File: config.mk
export PLATFORM = sky130hd
export DESIGN_NAME = intersection_phase_sched
export DESIGN_NICKNAME = d
export VERILOG_FILES = /design/src/rtl/intersection_phase_sched.sv
export SDC_FILE = /design/constraint.sdc
export NUM_CORES = 1
export LEC_CHECK = 0
export ABC_AREA = 1
export CORE_MARGIN = 2
export CORE_UTILIZATION = 47
export CTS_CLUSTER_SIZE = 30
export DETAILED_ROUTE_END_ITERATION = 12
export HOLD_SLACK_MARGIN = 0.1
export PLACE_DENSITY = 0.73
export SYNTH_ARGS = -nofsm -noshare
export SYNTH_HDL_FRONTEND = slang
export SYNTH_SLANG_ARGS = --single-unit
File: constraint.sdc
create_clock -name clk -period 1.6 [get_ports clk]
set_input_delay 0.32 -clock clk [delete_from_list [all_inputs] [get_ports clk]]
set_output_delay 0.32 -clock clk [all_outputs]
set_load 0.1 [all_outputs]
File: src/rtl/intersection_phase_sched.sv
// Four-approach traffic phase scheduler: latches per-approach car requests and
// grants one axis (NS or EW) at a time through green, yellow and all-red clearance.
module intersection_phase_sched #(
    parameter int MIN_GREEN = 4,
    parameter int MAX_GREEN = 12,
    parameter int YELLOW    = 2,
    parameter int ALL_RED   = 1,
    parameter int CNT_W     = 4
) (
    input  logic       clk,
    input  logic       rst,
    input  logic       n_sense,
    input  logic       s_sense,
    input  logic       e_sense,
    input  logic       w_sense,
    output logic       n_go,
    output logic       s_go,
    output logic       e_go,
    output logic       w_go,
    output logic       ns_yellow,
    output logic       ew_yellow,
    output logic [2:0] state
);

    localparam logic [2:0] IDLE      = 3'd0;
    localparam logic [2:0] NS_GREEN  = 3'd1;
    localparam logic [2:0] NS_YELLOW = 3'd2;
    localparam logic [2:0] CLEAR     = 3'd3;
    localparam logic [2:0] EW_GREEN  = 3'd4;
    localparam logic [2:0] EW_YELLOW = 3'd5;

    localparam logic AXIS_NS = 1'b0;
    localparam logic AXIS_EW = 1'b1;

    localparam logic [CNT_W-1:0] MIN_LIM = CNT_W'(MIN_GREEN - 1);
    localparam logic [CNT_W-1:0] MAX_LIM = CNT_W'(MAX_GREEN - 1);
    localparam logic [CNT_W-1:0] YEL_LIM = CNT_W'(YELLOW - 1);
    localparam logic [CNT_W-1:0] RED_LIM = CNT_W'(ALL_RED - 1);

    logic [2:0]       state_q;
    logic [2:0]       state_d;
    logic [CNT_W-1:0] cnt;
    logic             n_req;
    logic             s_req;
    logic             e_req;
    logic             w_req;
    logic             last_served;
    logic             clr_from;
    logic             ns_pend;
    logic             ew_pend;

    assign ns_pend = n_req | s_req;
    assign ew_pend = e_req | w_req;

    // Requests are held until the approach's own green sees the lane empty.
    always_ff @(posedge clk or posedge rst) begin
        if (rst) begin
            n_req <= 1'b0;
            s_req <= 1'b0;
            e_req <= 1'b0;
            w_req <= 1'b0;
        end else begin
            n_req <= n_sense | (n_req & (state_q != NS_GREEN));
            s_req <= s_sense | (s_req & (state_q != NS_GREEN));
            e_req <= e_sense | (e_req & (state_q != EW_GREEN));
            w_req <= w_sense | (w_req & (state_q != EW_GREEN));
        end
    end

    always_ff @(posedge clk or posedge rst) begin
        if (rst) begin
            state_q <= IDLE;
        end else begin
            state_q <= state_d;
        end
    end

    always_comb begin
        state_d = state_q;
        case (state_q)
            IDLE: begin
                if (ns_pend && ew_pend) begin
                    state_d = (last_served == AXIS_EW) ? NS_GREEN : EW_GREEN;
                end else if (ns_pend) begin
                    state_d = NS_GREEN;
                end else if (ew_pend) begin
                    state_d = EW_GREEN;
                end
            end
            NS_GREEN: begin
                if (cnt >= MIN_LIM && (!ns_pend || (ew_pend && cnt >= MAX_LIM))) begin
                    state_d = NS_YELLOW;
                end
            end
            NS_YELLOW: begin
                if (cnt == YEL_LIM) begin
                    state_d = CLEAR;
                end
            end
            EW_GREEN: begin
                if (cnt >= MIN_LIM && (!ew_pend || (ns_pend && cnt >= MAX_LIM))) begin
                    state_d = EW_YELLOW;
                end
            end
            EW_YELLOW: begin
                if (cnt == YEL_LIM) begin
                    state_d = CLEAR;
                end
            end
            CLEAR: begin
                // The opposing axis gets first claim on the intersection after clearance.
                if (cnt == RED_LIM) begin
                    if (clr_from == AXIS_NS) begin
                        state_d = ew_pend ? EW_GREEN : (ns_pend ? NS_GREEN : IDLE);
                    end else begin
                        state_d = ns_pend ? NS_GREEN : (ew_pend ? EW_GREEN : IDLE);
                    end
                end
            end
            default: state_d = IDLE;
        endcase
    end

    always_ff @(posedge clk or posedge rst) begin
        if (rst) begin
            cnt         <= '0;
            last_served <= AXIS_EW;
            clr_from    <= AXIS_NS;
        end else begin
            if (state_d != state_q || state_d == IDLE) begin
                cnt <= '0;
            end else if (cnt != '1) begin
                cnt <= cnt + 1'b1;
            end
            if (state_d != state_q) begin
                if (state_d == NS_GREEN) begin
                    last_served <= AXIS_NS;
                end
                if (state_d == EW_GREEN) begin
                    last_served <= AXIS_EW;
                end
                if (state_d == CLEAR) begin
                    clr_from <= (state_q == EW_YELLOW) ? AXIS_EW : AXIS_NS;
                end
            end
        end
    end

    always_comb begin
        n_go      = 1'b0;
        s_go      = 1'b0;
        e_go      = 1'b0;
        w_go      = 1'b0;
        ns_yellow = 1'b0;
        ew_yellow = 1'b0;
        state     = state_q;
        case (state_q)
            NS_GREEN: begin
                n_go = 1'b1;
                s_go = 1'b1;
            end
            EW_GREEN: begin
                e_go = 1'b1;
                w_go = 1'b1;
            end
            NS_YELLOW: ns_yellow = 1'b1;
            EW_YELLOW: ew_yellow = 1'b1;
            default: ;
        endcase
    end

endmodule

* Word-level counts from Yosys, hierarchy flattened
Cells that the tools add are included.
** Storage, ports and cells
- Output and inout bits :: 9
- Input port bits :: 6
- Flip-flop bits (word level) :: 13
- Word-level logic and storage cells :: 74
** Operators by class
- Mux-type cells :: 22
- Reduce and logical (&&, ||, !) cells :: 18
- Magnitude comparators :: 2
- Eq/ne operators :: 13
- Bitwise logic cells :: 10
- Add/subtract/negate cells :: 1
** Operators by type and width (count)
- 3-bit two-way mux :: 12
- 3-bit one-hot mux with 5 select lines :: 1
- 3-bit by 2-bit == test with 1-bit output, second input constant :: 3
- 3-bit == test, second input constant :: 3
- 4-bit two-way mux :: 2
- 1-bit two-way mux :: 7
- 3-bit by 1-bit == test with 1-bit output, second input constant :: 2
- 3-bit logical NOT :: 2
- 1-bit OR :: 6
- 1-bit logical AND :: 5
- 4-bit by 1-bit adder with 4-bit output, second input constant :: 1
- 1-bit AND :: 4
- 4-bit by 1-bit == test with 1-bit output, second input constant :: 1
- 4-bit by 2-bit >= comparator with 1-bit output, second input constant :: 1
- 4-bit >= comparator, second input constant :: 1
- 4-bit logical NOT :: 1
- 4-bit inequality test, second input constant :: 1
- 2-bit AND reduction :: 2
- 2-bit nonzero test :: 2
- 1-bit logical OR :: 3
- 3-bit by 1-bit inequality test with 1-bit output, second input constant :: 1
- 3-bit inequality test :: 1
- 3-bit inequality test, second input constant :: 1
- 1-bit logical NOT :: 2
- 2-bit OR reduction :: 1

* Depth between registers and ports, before layout
Gate-level depths: netlist of the first run.
- Depth after elaboration :: 9
- Gate-level depth with buffers :: 14
- Mapped depth without buffers :: 14

* Worst setup path after synthesis of the first run
No wires, ideal clock.
- Kind :: register -> register
- Start :: register state_q[2], in the netlist state[2]
- End :: register clr_from
- Clock period less this slack :: 3.019 ns
- Slack :: -1.419 ns
- Data required time :: 1.480 ns
- Path buffers :: 1
- Setup time :: 0.120 ns
- Data arrival time :: 2.898 ns
- Stages on the path, launching flop included :: 13
- Cells stage by stage :: dfrtp_1 buf_2 nand2_1 nor2_2 nand2_1 a21oi_2 nor2_2 nand3_2 nand2_2 nand2_1 nand2_1 nand2_1 nand2_1
** On the way
- Elaborated cells on any way between the ends :: 19
- Classes of those cells :: 7 x eq/ne; 9 x mux; 3 x reduce/logical
** RTL lines
- start: declaration :: line 40 : logic [2:0] state_q;
- start signal: assignment :: line 74 : state_q <= state_d;
- 3-bit == test / 3-bit by 2-bit == test with 1-bit output (equally long branches) :: line 80 : case (state_q)
- 2-bit OR reduction (no line)
- 3-bit one-hot mux with 5 select lines (*) :: line 80
- via state_d[0] :: line 41 : logic [2:0] state_d;
- 3-bit inequality test / 3-bit by 2-bit == test with 1-bit output (equally long branches) :: line 135, 142
- 2-bit AND reduction (no line) (*)
- end signal: assignment :: line 143 : clr_from <= (state_q == EW_YELLOW) ? AXIS_EW : AXIS_NS;
- end: declaration :: line 48 : logic clr_from;
The timed path passes the listed nets; every way through them passes the cells marked *.
A chain may end at the register's enable or synchronous reset.

* Worst setup path after layout of the first run
- Start :: register state_q[1], in the netlist state[1]
- End :: output port ns_yellow
** On the way
- Longest elaborated chain between the ends :: 2
** RTL lines
- 3-bit by 2-bit == test with 1-bit output :: line 157 : case (state_q)
- 1-bit two-way mux :: line 157
- end: declaration :: line 20 : output logic ns_yellow,
Every way passes these cells.

==> results of run 1 <==
## kinds of logic (layout without fill, tap and decap cells)
logic type / count (synthesis) / count (layout) / share of synthesized area [%]
buffers and inverters: 23 / 64 / 10.3
flip-flops: 13 / 13 / 35.4
adder cells (fa/ha/maj): 3 / 3 / 4.07
AND/OR/NAND/NOR: 72 / 72 / 38.4
AO/OA/AOI/OAI: 14 / 14 / 10.9
XOR/XNOR: 1 / 1 / 0.950
## cell usage in the layout (no fill, tap or decap)
cell             count
o21bai_1             5
buf_4               18
dfrtp_4              3
dfrtp_1              8
nor3_4               2
nand3_2              2
clkbuf_1             1
nand2_1             28
dfstp_2              1
and3_1               1
nand2_2              8
o21ai_1              2
nor2_2               3
a31oi_1              2
clkdlybuf4s50_1      5
nand2_4              3
nand3_4              3
buf_6                8
nor2_4               4
inv_4                2
dfrtp_2              1
a21oi_2              1
buf_12               9
xor2_1               1
ha_4                 3
inv_1               12
o21ai_0              1
a21oi_1              2
clkbuf_4             3
nor2_1              11
nand3_1              7
inv_2                5
clkinvlp_4           1
a21oi_4              1
## sequential cells by signal, summed over array words and instances (netlist names)
register	count
s_req	1
state	3
w_req	1
cnt	4
n_req	1
clr_from	1
e_req	1
last_served	1
## stage by stage
step	setup WS, ns	cells
2_1_floorplan	-0.832	126
3_3_place_gp	-0.0100	176
3_5_place_dp	-0.101	176
4_1_cts	-0.183	190
5_1_grt	-0.239	194
6_report	-0.154	194
## final timing paths
check | from | to | slack, ns
max | state[1]$_DFF_PP0_ | ns_yellow | -0.15
min | rst | w_req$_DFF_PP0_ | 0.37
max reg2reg | state[1]$_DFF_PP0_ | cnt[2]$_DFFE_PP0P_ | -0.15
min reg2reg | last_served$_DFFE_PP1P_ | last_served$_DFFE_PP1P_ | 0.49
max in group asynchronous | rst | state[1]$_DFF_PP0_ | 0.83
min in group clk | last_served$_DFFE_PP1P_ | last_served$_DFFE_PP1P_ | 0.49
## worst reg2reg max path, cell delays in order, from the launching register on
cell and delay [ns]:
dfrtp_4 0.55, buf_6 0.16, nor3_4 0.19, inv_1 0.05, o21ai_1 0.14, nand2_1 0.12, nand3_2 0.13, nor2_1 0.06
nand2_1 0.09, nand3_4 0.09, nor2_1 0.11
## routing by layer
metal / part of all wire [%] / global-route usage (%)
met5: 0 / 0
met4: 4.0 / 13.5
met3: 6.6 / 8.52
met2: 53 / 44.2
met1: 37 / 27.3
## cell type report
cell class              count  share of cell area (%)
inverters                  20                    5.36
multi-input cells          90                    40.0
well taps                  27                    2.16
repair buffers             40                    29.1
clock buffers               4                    1.68
flip-flops and latches     13                    21.7
## what timing repair did
action | 4_1_cts | 5_1_grt
pin swaps | 5 | 10
hold buffers | 0 | 0
endpoints found under the setup margin | 11 | 12
resized for setup | 11 | 25
buffers inserted | 10 | 4
==> results.md, run 1 <==
* Status: complete, but fails checks
* Violated checks: negative setup slack
* GPL Wtd Cong at 0.864
* Slew Limit Fails at 0
* DRC viols at 0
* Global-route wire length before repair at 4070 µm
* Register area at 339 µm²
* Core area at 0.00190 mm²
* Initial antenna violation count at 0
* Critical path data required time at 1.28 ns
* Area of the multi-input gates at 624 µm²
* Cell Area, Synth at 922 µm²
* Initial core utilization at 48.5%
* Die area at 0.00233 mm²
* Slowest CP cell: dfrtp_4
* Setup crit end kind: output port
* Yosys top cell area share at 32.6%
* Data arrival, critical path at 1.43 ns
* CP max FO at 6
* Routed len/inst at 14.8 µm
* Yosys warnings at 0
* Layout area overhead at 69.5%
* Clk buf depth at 2
* Root Driver: clkbuf_4
* Vias in the first global route at 981
* Main flop type after synthesis: dfrtp_1
* Most numerous cell in the Yosys netlist: nand2_1
* Post-synthesis sequential area ratio at 35.4%
* DRT Pass-1 Iters at 7
* Syn avg cell area at 7.32 µm²
* Minimum clock period at 1.75 ns
* Setup WS post-layout at -0.154 ns
* Sink Count at 13
* Fmax at 570 MHz
* CTS tree: done
* Syn_nets at 135
* Setup TNS at -1.36 ns
* Post-DRT Antenna Nets at 0
* Post-Route WL at 2880 µm
* HP Class: in2async
* Worst path max stage delay at 0.55 ns
* Post-synth EDFFs at 0
* Dominant cells by area after synthesis: dfrtp_1 (33%), nand2_1 (14%), inv_1 (6.5%)
* Cells after Synth at 126
* DP Wirelength at 1650 µm
* Critical path class: reg2out
* Top Family by Delay on Critical Path: flip-flops
* # diodes at 0
* Via count at 1010
* Clk_lat worst skew at 0.28 ns
* Most frequent CP cell: buf_6
* Vias per inst at 5.21
* Total global-route track usage at 25.6%
* Area after DPL at 0.00129 mm²
* Largest net degree at the start of global routing at 14
* IO buf count at 14
* CTS H-Tree Depth at 1
* Area leader, netlist: dfrtp_1
* Die X at 48.3 µm
* Layout cells sized above 1 at 48.5%
* Final setup viols at 11
* Core Rows at 16
* Synth cell count leaders: nand2_1 (34), inv_1 (16), nor2_1 (14)
* Final period util at 110%
* Initial DRC count at 28
* Min Hold Slack at 0.369 ns
* # Max-Cap Violations at 0
* Fin area at 0.00156 mm²
* FF-to-FF path depth at 10
* Total grt overflow at 0
* CP Buf/Inv Count at 4
* Chip Height at 48.3 µm
* Tightest Pin Transition at 0.535 ns
* Asr flop ratio synth at 100%
* Slew HR at 64.3%
* RSZ-0062 raised after global routing: yes
* # fillers at 102
* I/O pins at 15
* Critical Path Stages at 5
* Fin util at 82.2%
* CTS clock-pin slew for the worst setup and hold paths at 0.08 ns
* Startpoint types: flip-flop
* Yosys reg bits at 13
* Clock Skew at 0.00643 ns
* Hold Fails Final Rpt at 0
* Distinct cell type count after synthesis at 25
* CP Cell Sequence: buf_6 -> nand3_4 -> buf_6 -> clkinvlp_4 -> buf_12
* Inserted Clock Buffers at 3
* Nets at 177
Power of run 1 is left out: the tool's default activity adds up to more than one toggle a clock period on the data nets, which glitch-free logic cannot reach.
==> inputs of run 2 (changes only) <==
--- a/config.mk
+++ b/config.mk
@@ -8,10 +8,12 @@
 export ABC_AREA = 1
 export CORE_MARGIN = 2
 export CORE_UTILIZATION = 47
+export CTS_CLUSTER_DIAMETER = 80
 export CTS_CLUSTER_SIZE = 30
 export DETAILED_ROUTE_END_ITERATION = 12
 export HOLD_SLACK_MARGIN = 0.1
 export PLACE_DENSITY = 0.73
+export SLEW_MARGIN = 20
 export SYNTH_ARGS = -nofsm -noshare
 export SYNTH_HDL_FRONTEND = slang
 export SYNTH_SLANG_ARGS = --single-unit
==> results of run 2 <==
Same layout as run 1: the final DEF is identical, and so are final timing and power.
Power of run 2 is left out for the same reason.
==> inputs of run 3 (changes only) <==
--- a/config.mk
+++ b/config.mk
@@ -5,13 +5,13 @@
 export SDC_FILE = /design/constraint.sdc
 export NUM_CORES = 1
 export LEC_CHECK = 0
-export ABC_AREA = 1
 export CORE_MARGIN = 2
-export CORE_UTILIZATION = 47
+export CORE_UTILIZATION = 46
 export CTS_CLUSTER_DIAMETER = 80
 export CTS_CLUSTER_SIZE = 30
 export DETAILED_ROUTE_END_ITERATION = 12
 export HOLD_SLACK_MARGIN = 0.1
+export MAX_ROUTING_LAYER = met4
 export PLACE_DENSITY = 0.73
 export SLEW_MARGIN = 20
 export SYNTH_ARGS = -nofsm -noshare
==> run 3 against run 2 <==
The flow now stops in clock tree synthesis. Synthesized area fell by 5.8%. Synthesized cell count fell by 28%.
==> results.md, run 3 <==
* Yosys warnings at 0 (unchanged)
* Cts repair resizes at 36 (was 11)
* Synth cell count leaders: dfrtp_1 (12), inv_1 (7), nand2_1 (7), nor2_1 (7), nor3_1 (6) (was nand2_1 (34), inv_1 (16), nor2_1 (14))
* Area leader, netlist: dfrtp_1 (unchanged)
* Distinct cell type count after synthesis at 39 (was 25)
* Hold buffer count at cts at 0 (unchanged)
* Most numerous cell in the Yosys netlist: dfrtp_1 (was nand2_1)
* GPL Wtd Cong at 0.946 (was 0.864)
* Yosys top cell area share at 34.6% (was 32.6%)
* # Post-CTS Setup Buffers at 12 (was 10)
* Post-synth EDFFs at 0 (unchanged)
* CTS H-Tree Depth at 1 (unchanged)
* Main flop type after synthesis: dfrtp_1 (unchanged)
* DP Wirelength at 2120 µm (was 1650 µm)
* Post-synthesis sequential area ratio at 37.6% (was 35.4%)
* Sink Count at 13 (unchanged)
* Cell Area, Synth at 868 µm² (was 922 µm²)
* Core Rows at 15 (was 16)
* Chip Height at 47.4 µm (was 48.3 µm)
* Fail Step: clock tree synthesis
* Inserted Clock Buffers at 3 (unchanged)
* Area after DPL at 0.00142 mm² (was 0.00129 mm²)
* Clk buf depth at 2 (unchanged)
* Syn avg cell area at 9.54 µm² (was 7.32 µm²)
* Dominant cells by area after synthesis: dfrtp_1 (35%), ha_1 (4.3%), nor3_1 (3.5%) (was dfrtp_1 (33%), nand2_1 (14%), inv_1 (6.5%))
* Yosys reg bits at 13 (unchanged)
* I/O pins at 15 (unchanged)
* Status: did not finish (was complete, but fails checks)
* Syn_nets at 100 (was 135)
* Die X at 47.4 µm (was 48.3 µm)
* Initial core utilization at 49.7% (was 48.5%)
* IO buf count at 14 (unchanged)
* Cells after Synth at 91 (was 126)
* Root Driver: clkbuf_4 (unchanged)
* Asr flop ratio synth at 100% (unchanged)
* First Error: [ERROR DPL-0033] detailed placement checks failed during check placement.
==> run 3: kinds of logic after synthesis <==
group	Yosys count	share of synthesized area, %
AOI/OAI and AO/OA	22	20.5
xor gates and xnor gates	1	1.01
adders and majority gates	3	4.32
buffers and inverters	11	6.63
DFF	13	37.6
muxes	2	2.45
and+or+nand+nor	39	27.5
==> run 3: through the flow <==
stage                     instances  setup WS, ns  hold slack, ns
after floorplan                  91        -0.507           0.196
after global placement          162        -0.333           0.505
after detailed placement        162        -0.366           0.558
==> inputs of run 4 (changes only) <==
==> config.mk (replaced) <==
export PLATFORM = sky130hd
export DESIGN_NAME = intersection_phase_sched
export DESIGN_NICKNAME = d
export VERILOG_FILES = /design/src/rtl/intersection_phase_sched.sv
export SDC_FILE = /design/constraint.sdc
export NUM_CORES = 1
export LEC_CHECK = 0
export CORE_AREA = 2 2 63 65
export DETAILED_ROUTE_END_ITERATION = 12
export DIE_AREA = 0 0 65 67
export PLACE_DENSITY_LB_ADDON = 0.15
export SLEW_MARGIN = 20
export SYNTH_ARGS = -nofsm -noshare
export SYNTH_HDL_FRONTEND = slang
export SYNTH_SLANG_ARGS = --single-unit
==> constraint.sdc (replaced) <==
create_clock -name clk -period 2.08 [get_ports clk]
set_input_delay 0.416 -clock clk [delete_from_list [all_inputs] [get_ports clk]]
set_output_delay 0.416 -clock clk [all_outputs]
set_load 0.1 [all_outputs]
==> run 4 against run 3 <==
The run now ends clean. Synthesized cell count stayed put. Synthesized area unchanged.
==> results.md, run 4 <==
* Via count at 686
* Crit. Startpoint: cnt[0]$_DFFE_PP0P_
* Sink Count at 13 (unchanged)
* CP max FO at 6
* Compound-gate portion of the synthesized area at 20.5% (unchanged)
* CTS clock-pin slew for the worst setup and hold paths at 0.05 ns
* Slew HR at 63.4%
* Post-Route WL at 1840 µm
* Met3 WL at 37 µm
* Setup crit end kind: flip-flop
* Cell Area, Synth at 868 µm² (unchanged)
* Fmax at 518 MHz
* Most numerous cell in the Yosys netlist: dfrtp_1 (unchanged)
* Clock Skew at 0.00176 ns
* Clk_lat worst skew at 0.24 ns
* Status: completed (was did not finish)
* Root Driver: clkbuf_8 (was clkbuf_4)
* Largest net degree at the start of global routing at 14
* Die X at 65 µm (was 47.4 µm)
* GPL Wtd Cong at 0.831 (was 0.946)
* Worst r2r src: cnt[0]$_DFFE_PP0P_
* Core area at 0.00361 mm²
* Inserted Clock Buffers at 3 (unchanged)
* Top sig layer: met4
* Simple-gate share of the synthesized area at 27.5% (unchanged)
* Reg2reg setup slack at 0.15 ns
* # diodes at 0
* Die area at 0.00436 mm²
* DP Wirelength at 1490 µm (was 2120 µm)
* Critical path class: reg2reg
* Tightest Pin Transition at 0.541 ns
* Layout area overhead at 39.3%
* Met2 Routed Length at 824 µm
* Commonest cells after routing, fill and taps aside: dfrtp_1 (8), buf_12 (7), nor2_1 (6), nand2_1 (6), nor3_1 (6)
* RR Endpoint: cnt[1]$_DFFE_PP0P_
* Final period util at 92.7%
* Yosys warnings at 0 (unchanged)
* Layout cells sized above 1 at 35.5%
* Total global-route track usage at 9.69%
* Main flop type after synthesis: dfrtp_1 (unchanged)
* Vias per inst at 4.43
* Initial core utilization at 24.1% (was 49.7%)
* Post-synthesis sequential area ratio at 37.6% (unchanged)
* Vias in the first global route at 676
* DRT Pass-1 Iters at 4
* Chip Height at 67 µm (was 47.4 µm)
* Post-synthesis mux area share at 2.45% (unchanged)
* Main combinational cell family by area after synthesis: simple AND/OR/NAND/NOR gates (unchanged)
* Synth Area in Adders at 4.32% (unchanged)
* Yosys top cell area share at 34.6% (unchanged)
* DRC viols at 0
* Max FFs per register at 4
* Area leader, netlist: dfrtp_1 (unchanged)
* Hold buffer count at cts at 0 (unchanged)
* Clk buf depth at 2 (unchanged)
* Most common cell after layout, fill and taps aside: dfrtp_1
* Synth Area in XOR/XNOR at 1.01% (unchanged)
* Min-delay src: n_req$_DFF_PP0_
* HP Class: reg2reg
* Reg with most FFs: cnt
* Post-synth EDFFs at 0 (unchanged)
* Yosys reg bits at 13 (unchanged)
* Worst Setup EP: cnt[1]$_DFFE_PP0P_
* I/O pins at 15 (unchanged)
* Area after DPL at 0.00116 mm² (was 0.00142 mm²)
* Distinct cell type count after synthesis at 39 (unchanged)
* Slew Limit Fails at 0
* IO buf count at 14 (unchanged)
* Post-DRT Antenna Nets at 0
* Dominant cells by area after synthesis: dfrtp_1 (35%), ha_1 (4.3%), nor3_1 (3.5%) (unchanged)
* # fillers at 361
* Routed len/inst at 11.9 µm
* Initial DRC count at 39
* Minimum clock period at 1.93 ns
* Final setup viols at 0
* Syn_nets at 100 (unchanged)
* Asr flop ratio synth at 100% (unchanged)
* Syn avg cell area at 9.54 µm² (unchanged)
* Initial antenna violation count at 0
* Cells after Synth at 91 (unchanged)
* Global-route wire length before repair at 3150 µm
* Synth cell count leaders: dfrtp_1 (12), inv_1 (7), nand2_1 (7), nor2_1 (7), nor3_1 (6) (unchanged)
* WL met1 at 924 µm
* Startpoint types: flip-flop
* Nets at 117
* RSZ-0062 raised after global routing: no
* FF-to-FF path depth at 7
* Fin util at 33.6%
* CTS H-Tree Depth at 1 (unchanged)
* Core Rows at 22 (was 15)
* # Max-Cap Violations at 0
* Hold Fails Final Rpt at 0
* Fin area at 0.00121 mm²
* Total grt overflow at 0
* Data arrival, critical path at 2.03 ns
* CTS tree: done
* Critical path data required time at 2.18 ns
-- run 4: cell families after synthesis --
group           Yosys count
compound gates           22
xor+xnor                  1
fa+ha+maj                 3
buf+inv                  11
flops                    13
mux                       2
simple gates             39
-- run 4: stage by stage --
| step | worst slack, ns | hold WS, ns | cells | TNS [ns] |
|---|---|---|---|---|
| after global placement | 0.110 | 0.482 | 151 | 0 |
| after floorplan | -0.0775 | 0.292 | 91 | -0.331 |
| after global routing | 0.0389 | 0.528 | 155 | 0 |
| final | 0.151 | 0.495 | 155 | 0 |
| after detailed placement | 0.0789 | 0.490 | 151 | 0 |
| after CTS | 0.0684 | 0.501 | 155 | 0 |
-- run 4: final cells by class --
type | instances | area [µm²] | share of cell area [%]
Clock buffer | 4 | 45.0 | 3.72
Inverter | 7 | 33.8 | 2.79
Multi-Input combinational cell | 67 | 512 | 42.3
Sequential cell | 13 | 339 | 28.0
Tap cell | 48 | 60.1 | 4.96
Timing Repair Buffer | 16 | 220 | 18.2
-- run 4: per-layer routing --
| metal | up-vias | track usage [%] |
|---|---|---|
| met3 | 4 | 1.18 |
| met1 | 314 | 11.9 |
| met4 | 0 | 7.18 |
| met5 | - | 0 |
| li1 | 355 | - |
| met2 | 13 | 15.5 |
-- run 4: repair_timing --
item | in CTS | in global routing
resized for setup | 0 | 2
endpoints found under the hold margin | 0 | 0
setup endpoints to repair | 0 | 4
buffers inserted | 0 | 0
-- run 4: worst max-delay path: stages (launching register included) --
cell and delay (ns):
dfrtp_2 0.40, ha_2 0.23, o21ai_1 0.10, o22a_1 0.22, or2_1 0.24, a311o_1 0.32
o311ai_1 0.17, nor3_1 0.11
-- run 4: worst min-delay path by stage --
stage | to | slack (ns) | cells past startpoint
floorplan | clr_from$_DFFE_PP0P_ | 0.29 | 1
CTS | n_req$_DFF_PP0_ | 0.50 | 1
detailed placement | n_req$_DFF_PP0_ | 0.49 | 1
global placement | s_req$_DFF_PP0_ | 0.48 | 1
finish | n_req$_DFF_PP0_ | 0.49 | 1
global route | n_req$_DFF_PP0_ | 0.53 | 1
Power of run 4 is left out for the same reason.
